**src/rtl/bias_stream_sched_pkg.sv**
```systemverilog
// Shared layer sizes, bias word width and scheduler state encoding for bias_stream_sched.
package bias_stream_sched_pkg;

  localparam int coeff_width = 16;
  localparam int kern_s_k_N  = 16;
  localparam int out_pix_N   = 64;

  typedef enum logic [1:0] {
    ST_IDLE  = 2'd0,
    ST_RUN   = 2'd1,
    ST_DRAIN = 2'd2,
    ST_DONE  = 2'd3
  } sched_state_e;

  // Counter/address width that stays at least one bit for a depth of 1.
  function automatic int addr_w(input int depth);
    return (depth <= 1) ? 1 : $clog2(depth);
  endfunction

endpackage

```
**src/rtl/bias_sched_fifo2.sv**
```systemverilog
// Two-entry output FIFO between the bias ROM read port and the output stream.
module bias_sched_fifo2 #(
  parameter int DATA_W = 16
) (
  input  logic              clk,
  input  logic              rst_n,
  input  logic              push,
  input  logic              pop,
  input  logic [DATA_W-1:0] din,
  output logic [DATA_W-1:0] head,
  output logic [1:0]        count
);

  logic [DATA_W-1:0] mem [2];
  logic              wr_ptr;
  logic              rd_ptr;

  always_ff @(posedge clk or negedge rst_n) begin
    if (!rst_n) begin
      // NOTE: the storage is reset on purpose so the stream data reads 0 out of reset.
      for (int i = 0; i < 2; i++) mem[i] <= '0;
      wr_ptr <= 1'b0;
      rd_ptr <= 1'b0;
      count  <= 2'd0;
    end else begin
      if (push) begin
        mem[wr_ptr] <= din;
        wr_ptr      <= ~wr_ptr;
      end
      if (pop) rd_ptr <= ~rd_ptr;
      case ({push, pop})
        2'b10:   count <= count + 2'd1;
        2'b01:   count <= count - 2'd1;
        default: count <= count;
      endcase
    end
  end

  assign head = mem[rd_ptr];

endmodule

```
**src/rtl/bias_stream_sched.sv**
```systemverilog
// Bias ROM sequencer: streams NUM_CH words NUM_REP times per ap_start with full backpressure.
// Optional stall cycle counter output enabled by defining BIAS_SCHED_STALL_CNT_EN.
module bias_stream_sched
  import bias_stream_sched_pkg::*;
#(
  parameter int  NUM_CH  = kern_s_k_N,
  parameter int  NUM_REP = out_pix_N,
  parameter int  DATA_W  = coeff_width,
  localparam int ADDR_W  = addr_w(NUM_CH)
) (
  input  logic              ap_clk,
  input  logic              ap_rst_n,
  input  logic              ap_start,
  output logic              ap_idle,
  output logic              ap_done,
  output logic              ap_ready,
  output logic [ADDR_W-1:0] bias_V_address0,
  output logic              bias_V_ce0,
  input  logic [DATA_W-1:0] bias_V_q0,
  output logic [DATA_W-1:0] output_V_din,
  input  logic              output_V_full_n,
  output logic              output_V_write
`ifdef BIAS_SCHED_STALL_CNT_EN
  ,
  output logic [31:0]       stall_cnt
`endif
);

  localparam int REP_W = addr_w(NUM_REP);

  sched_state_e     state, state_nxt;
  logic [ADDR_W-1:0] ch_cnt;
  logic [REP_W-1:0]  rep_cnt;
  logic              inflight;
  logic [1:0]        count;
  logic [2:0]        outstanding;
  logic              pop, issue, last_read, start_acc, drain_empty;

  assign start_acc   = (state == ST_IDLE) && ap_start;
  assign pop         = (count != 2'd0) && output_V_full_n;
  assign outstanding = {1'b0, count} + {2'b00, inflight};
  // Credit check: words in the FIFO plus the read in flight, less this cycle's pop, must leave room.
  assign issue       = (state == ST_RUN) && (outstanding < 3'd2 + {2'b00, pop});
  assign last_read   = (ch_cnt == ADDR_W'(NUM_CH - 1)) && (rep_cnt == REP_W'(NUM_REP - 1));
  assign drain_empty = !inflight && (count == {1'b0, pop});

  always_ff @(posedge ap_clk or negedge ap_rst_n) begin
    if (!ap_rst_n) state <= ST_IDLE;
    // NOTE: registers use non-blocking assignment so every flop samples pre-edge values.
    else           state <= state_nxt;
  end

  always_comb begin
    // NOTE: the default first keeps every path assigned, so no latch is inferred.
    state_nxt = state;
    unique case (state)
      ST_IDLE:  if (ap_start) state_nxt = ST_RUN;
      ST_RUN:   if (issue && last_read) state_nxt = ST_DRAIN;
      ST_DRAIN: if (drain_empty) state_nxt = ST_DONE;
      ST_DONE:  state_nxt = ST_IDLE;
      default:  state_nxt = ST_IDLE;
    endcase
  end

  always_ff @(posedge ap_clk or negedge ap_rst_n) begin
    if (!ap_rst_n) begin
      ch_cnt   <= '0;
      rep_cnt  <= '0;
      inflight <= 1'b0;
    end else begin
      inflight <= issue;
      if (start_acc) begin
        ch_cnt  <= '0;
        rep_cnt <= '0;
      end else if (issue) begin
        // Explicit wrap so non-power-of-two channel counts never address past the ROM.
        if (ch_cnt == ADDR_W'(NUM_CH - 1)) begin
          ch_cnt  <= '0;
          rep_cnt <= (rep_cnt == REP_W'(NUM_REP - 1)) ? '0 : rep_cnt + REP_W'(1);
        end else begin
          ch_cnt <= ch_cnt + ADDR_W'(1);
        end
      end
    end
  end

  bias_sched_fifo2 #(.DATA_W(DATA_W)) u_fifo (
    .clk   (ap_clk),
    .rst_n (ap_rst_n),
    .push  (inflight),
    .pop   (pop),
    .din   (bias_V_q0),
    .head  (output_V_din),
    .count (count)
  );

  assign ap_idle         = (state == ST_IDLE);
  assign ap_done         = (state == ST_DONE);
  assign ap_ready        = ap_done;
  assign bias_V_ce0      = issue;
  assign bias_V_address0 = ch_cnt;
  assign output_V_write  = pop;

`ifdef BIAS_SCHED_STALL_CNT_EN
  always_ff @(posedge ap_clk or negedge ap_rst_n) begin
    if (!ap_rst_n) begin
      stall_cnt <= '0;
    end else if (start_acc) begin
      stall_cnt <= '0;
    end else if ((state == ST_RUN || state == ST_DRAIN) && count != 2'd0 &&
                 !output_V_full_n && stall_cnt != 32'hFFFF_FFFF) begin
      stall_cnt <= stall_cnt + 32'd1;
    end
  end
`endif

endmodule

```
**config.mk**
```make
export PLATFORM = sky130hd
export DESIGN_NAME = bias_stream_sched
export DESIGN_NICKNAME = d
export VERILOG_FILES = /design/src/rtl/bias_stream_sched_pkg.sv /design/src/rtl/bias_sched_fifo2.sv /design/src/rtl/bias_stream_sched.sv
export SDC_FILE = /design/constraint.sdc
export NUM_CORES = 1
export LEC_CHECK = 0
export CELL_PAD_IN_SITES_DETAIL_PLACEMENT = 0
export CELL_PAD_IN_SITES_GLOBAL_PLACEMENT = 1
export CORE_MARGIN = 10
export CORE_UTILIZATION = 45
export DETAILED_ROUTE_END_ITERATION = 8
export PLACE_DENSITY = 0.89
export RECOVER_POWER = 25
export SLEW_MARGIN = 20
export SYNTH_ARGS = -nofsm -noshare
export SYNTH_HDL_FRONTEND = slang
export SYNTH_SLANG_ARGS = --single-unit
```
**constraint.sdc**
```tcl
create_clock -name ap_clk -period 4.83 [get_ports ap_clk]
set_input_delay 1.449 -clock ap_clk [delete_from_list [all_inputs] [get_ports ap_clk]]
set_output_delay 1.449 -clock ap_clk [all_outputs]
set_load 0.05 [all_outputs]
```
==> parameters.txt <==
Parameter                              Value

Clock network
  CTS tree    done
  Clock transition at the registers of the reported paths    0.09 ns
  Cell at the root of the clock tree    clkbuf_8
  Clock Sinks    49
  # H-tree levels    2
  Clk buf depth    2
  Number of hold buffers added after cts    0
  Post-CTS setup buffers    0
  CTS buffer count    5
  Count of instances resized after the clock tree is built    0
  Worst-Skew Late Latency    0.30 ns

STA
  Part of the cycle the worst path needs    89.4%
  Min Tclk post-route    4.32 ns
  Unrepaired setup endpoints after global routing    no
  Worst setup skew after layout    0.00568 ns
  Number of failing hold endpoints at the final stage    0
  Max Clock Freq    232 MHz
  Final setup violation count    0
  Final max-slew violation count    50
  Worst-case headroom to the max-slew limit    -69.1%
  Tightest Pin Transition    2.54 ns
  Final-layout setup total negative slack    0 ns

Cells and area
  Net total in the final layout    256
  Number of fill cells    447
  Area used by multi-input combinational logic    1070 um^2
  Final Instance Count excl. Fillers    298
  Layout cell share with drive strength beyond 1    27.6%
  Sequential cell area    1230 um^2
  Final antenna diode count    0
  Layout-stage area growth over the synthesis result    25.3%

Global route
  GRT overflow    0
  Global-route wire length before repair    7.82 mm
  Aggregate global-route resource usage    11.0%
  Number of global-route vias before repair    1,643
  Antenna violations before repair    0
  Largest net degree at the start of global routing    50

Floorplan
  Die boundary width    92.4 um
  Starting density of the core    46.2%
  Std-Cell Core Area    5110 um^2
  Io pins    45
  Die Y-Extent    92.4 um
  Total Die Area    8540 um^2
  Standard-cell row count    26

Logic synthesis
  Top post-synthesis cells by area    dfrtp_1, mux2_2, ha_1
  Most instantiated flip-flop cell in the synthesis netlist    dfrtp_1
  Post-synthesis sequential area ratio    52.0%
  Proportion of synthesized flip-flops having asynchronous set or reset    100%
  Most frequent cell after synthesis    dfrtp_1
  Syn avg cell area    13.0 um^2
  Number of warnings printed during yosys synthesis    0
  Leading area contributor after synthesis    dfrtp_1
  Number of flops mapped to enable cells by yosys    0
  Number of distinct library cell variants in the gate-level netlist after synthesis    35
  Summed instance area of the synthesized netlist    2360 um^2
  Seq cells post-synth    49
  Post-synthesis instance total    181
  Top cells by count, synth    dfrtp_1, mux2_2, ha_1, nor2_1, inv_1
  Top cell type's share of synthesized area    52.0%
  Net count after synthesis    210

Status
  Status    complete, but fails checks
  Violated checks    max-capacitance violations, max-slew violations

Placed design
  DP HPWL    3.21 mm
  Total placed cells including tap cells    290
  RePlAce Congestion    0.789
  Input/output buffers    44

Drt
  Via count    1,522
  Number of violations reported at the end of detailed-routing iteration 0    79
  Antenna Violating Nets Remaining    0
  Routed wirelength normalized by instance count    15.2 um
  TritonRoute pass-1 iters    4
  Number of vias per cell after detailed routing    5.11
  Drt total wl    4.53 mm
  # DRC    0

Worst setup path
  Cells along the critical path    clkdlybuf4s50_1 -> o21ai_2 -> o21ai_0 -> nand2_1 -> inv_1 -> buf_12
  Count of buffering cells on the critical path with inverters included    3
  Category of cells accounting for the largest share of critical-path delay    buffers and inverters
  Required time reported for the critical path endpoint    3.38 ns
  Cell type of the slowest stage on the worst timing path    clkdlybuf4s50_1
  Largest stage delay on the critical path    0.50 ns
  Setup CP Type    in -> out
  Arrival time at the worst endpoint    2.87 ns
  Critical path endpoint category    output pin
  Startpoint types    primary input
  Maximum fanout encountered on the critical timing path    6

Hold path
  Min-Delay Path Class    reg -> reg

Flow run
  Maximum capacitance violations    1
-- kinds of logic (layout without fill, tap and decap cells) --
family          count (synthesis)  after routing  synth area share, %
compound gates                 15             15                 5.73
xor+xnor                        8              8                 2.97
fa+ha+maj                       9              9                 4.77
buf+inv                        14             61                 2.44
flops                          49             49                 52.0
mux                            52             52                 24.8
simple gates                   34             34                 7.27
-- area by class of cell --
| class | instances | share of cell area, % |
|---|---|---|
| sequential | 49 | 41.5 |
| multi-input combinational | 118 | 36.4 |
| timing repair buffer | 45 | 15.2 |
| tap | 70 | 2.96 |
| clock buffer | 6 | 2.46 |
| inverter | 8 | 1.02 |
| clock inverter | 2 | 0.508 |
-- layer usage --
metal | wire [um] | GRT usage [%] | up-vias
met2 | 2080 | 17.0 | 35
li1 | - | - | 733
met5 | 0 | 0 | -
met4 | 40 | 2.70 | 0
met3 | 355 | 4.04 | 4
met1 | 2050 | 14.2 | 750
-- stage by stage --
stage	setup WS (ns)	utilization (%)	area [um^2]	hold slack [ns]
2_1_floorplan	1.10	-	2360	0.463
4_1_cts	0.507	57.9	2960	0.503
3_5_place_dp	0.515	56.2	2870	0.485
5_1_grt	0.319	57.9	2960	0.518
3_3_place_gp	0.548	56.2	2870	0.478
6_report	0.511	57.9	2960	0.503
-- final timing paths --
check / start / endpoint / slack [ns] / depth (start not counted)
max in group asynchronous: ap_rst_n / rep_cnt[0] / 1.46 / 1
setup reg to reg: u_fifo.count[0] / state[1] / 2.71 / 6
setup / recovery: output_V_full_n / bias_V_ce0 / 0.51 / 6
hold reg to reg: u_fifo.wr_ptr / u_fifo.wr_ptr / 0.50 / 1
hold / removal: u_fifo.wr_ptr / u_fifo.wr_ptr / 0.50 / 1
min in group asynchronous: ap_rst_n / u_fifo.mem[11] / 1.92 / 1
-- cell usage in the layout, fill, tap and decap left out, drive strengths merged, types with 4 or more instances in the layout --
| cell | netlist | routed |
|---|---|---|
| nor2 | 9 | 9 |
| mux2 | 49 | 49 |
| nand3 | 6 | 6 |
| clkdlybuf4s50 | 0 | 41 |
| clkbuf | 3 | 7 |
| inv | 8 | 8 |
| dfrtp | 49 | 49 |
| xnor2 | 5 | 5 |
| ha | 9 | 9 |
| nand2 | 7 | 7 |
| o21ai | 4 | 4 |
-- state kept, by name (all words and copies together), names as in the netlist --
| signal | count |
|---|---|
| u_fifo.count | 2 |
| u_fifo.rd_ptr | 1 |
| state | 2 |
| u_fifo.wr_ptr | 1 |
| bias_V_address0 | 4 |
| u_fifo.mem | 32 |
| inflight | 1 |
| rep_cnt | 6 |
Power is left out: the tool's default activity adds up to more than one toggle a clock period on the data nets, which glitch-free logic cannot reach.
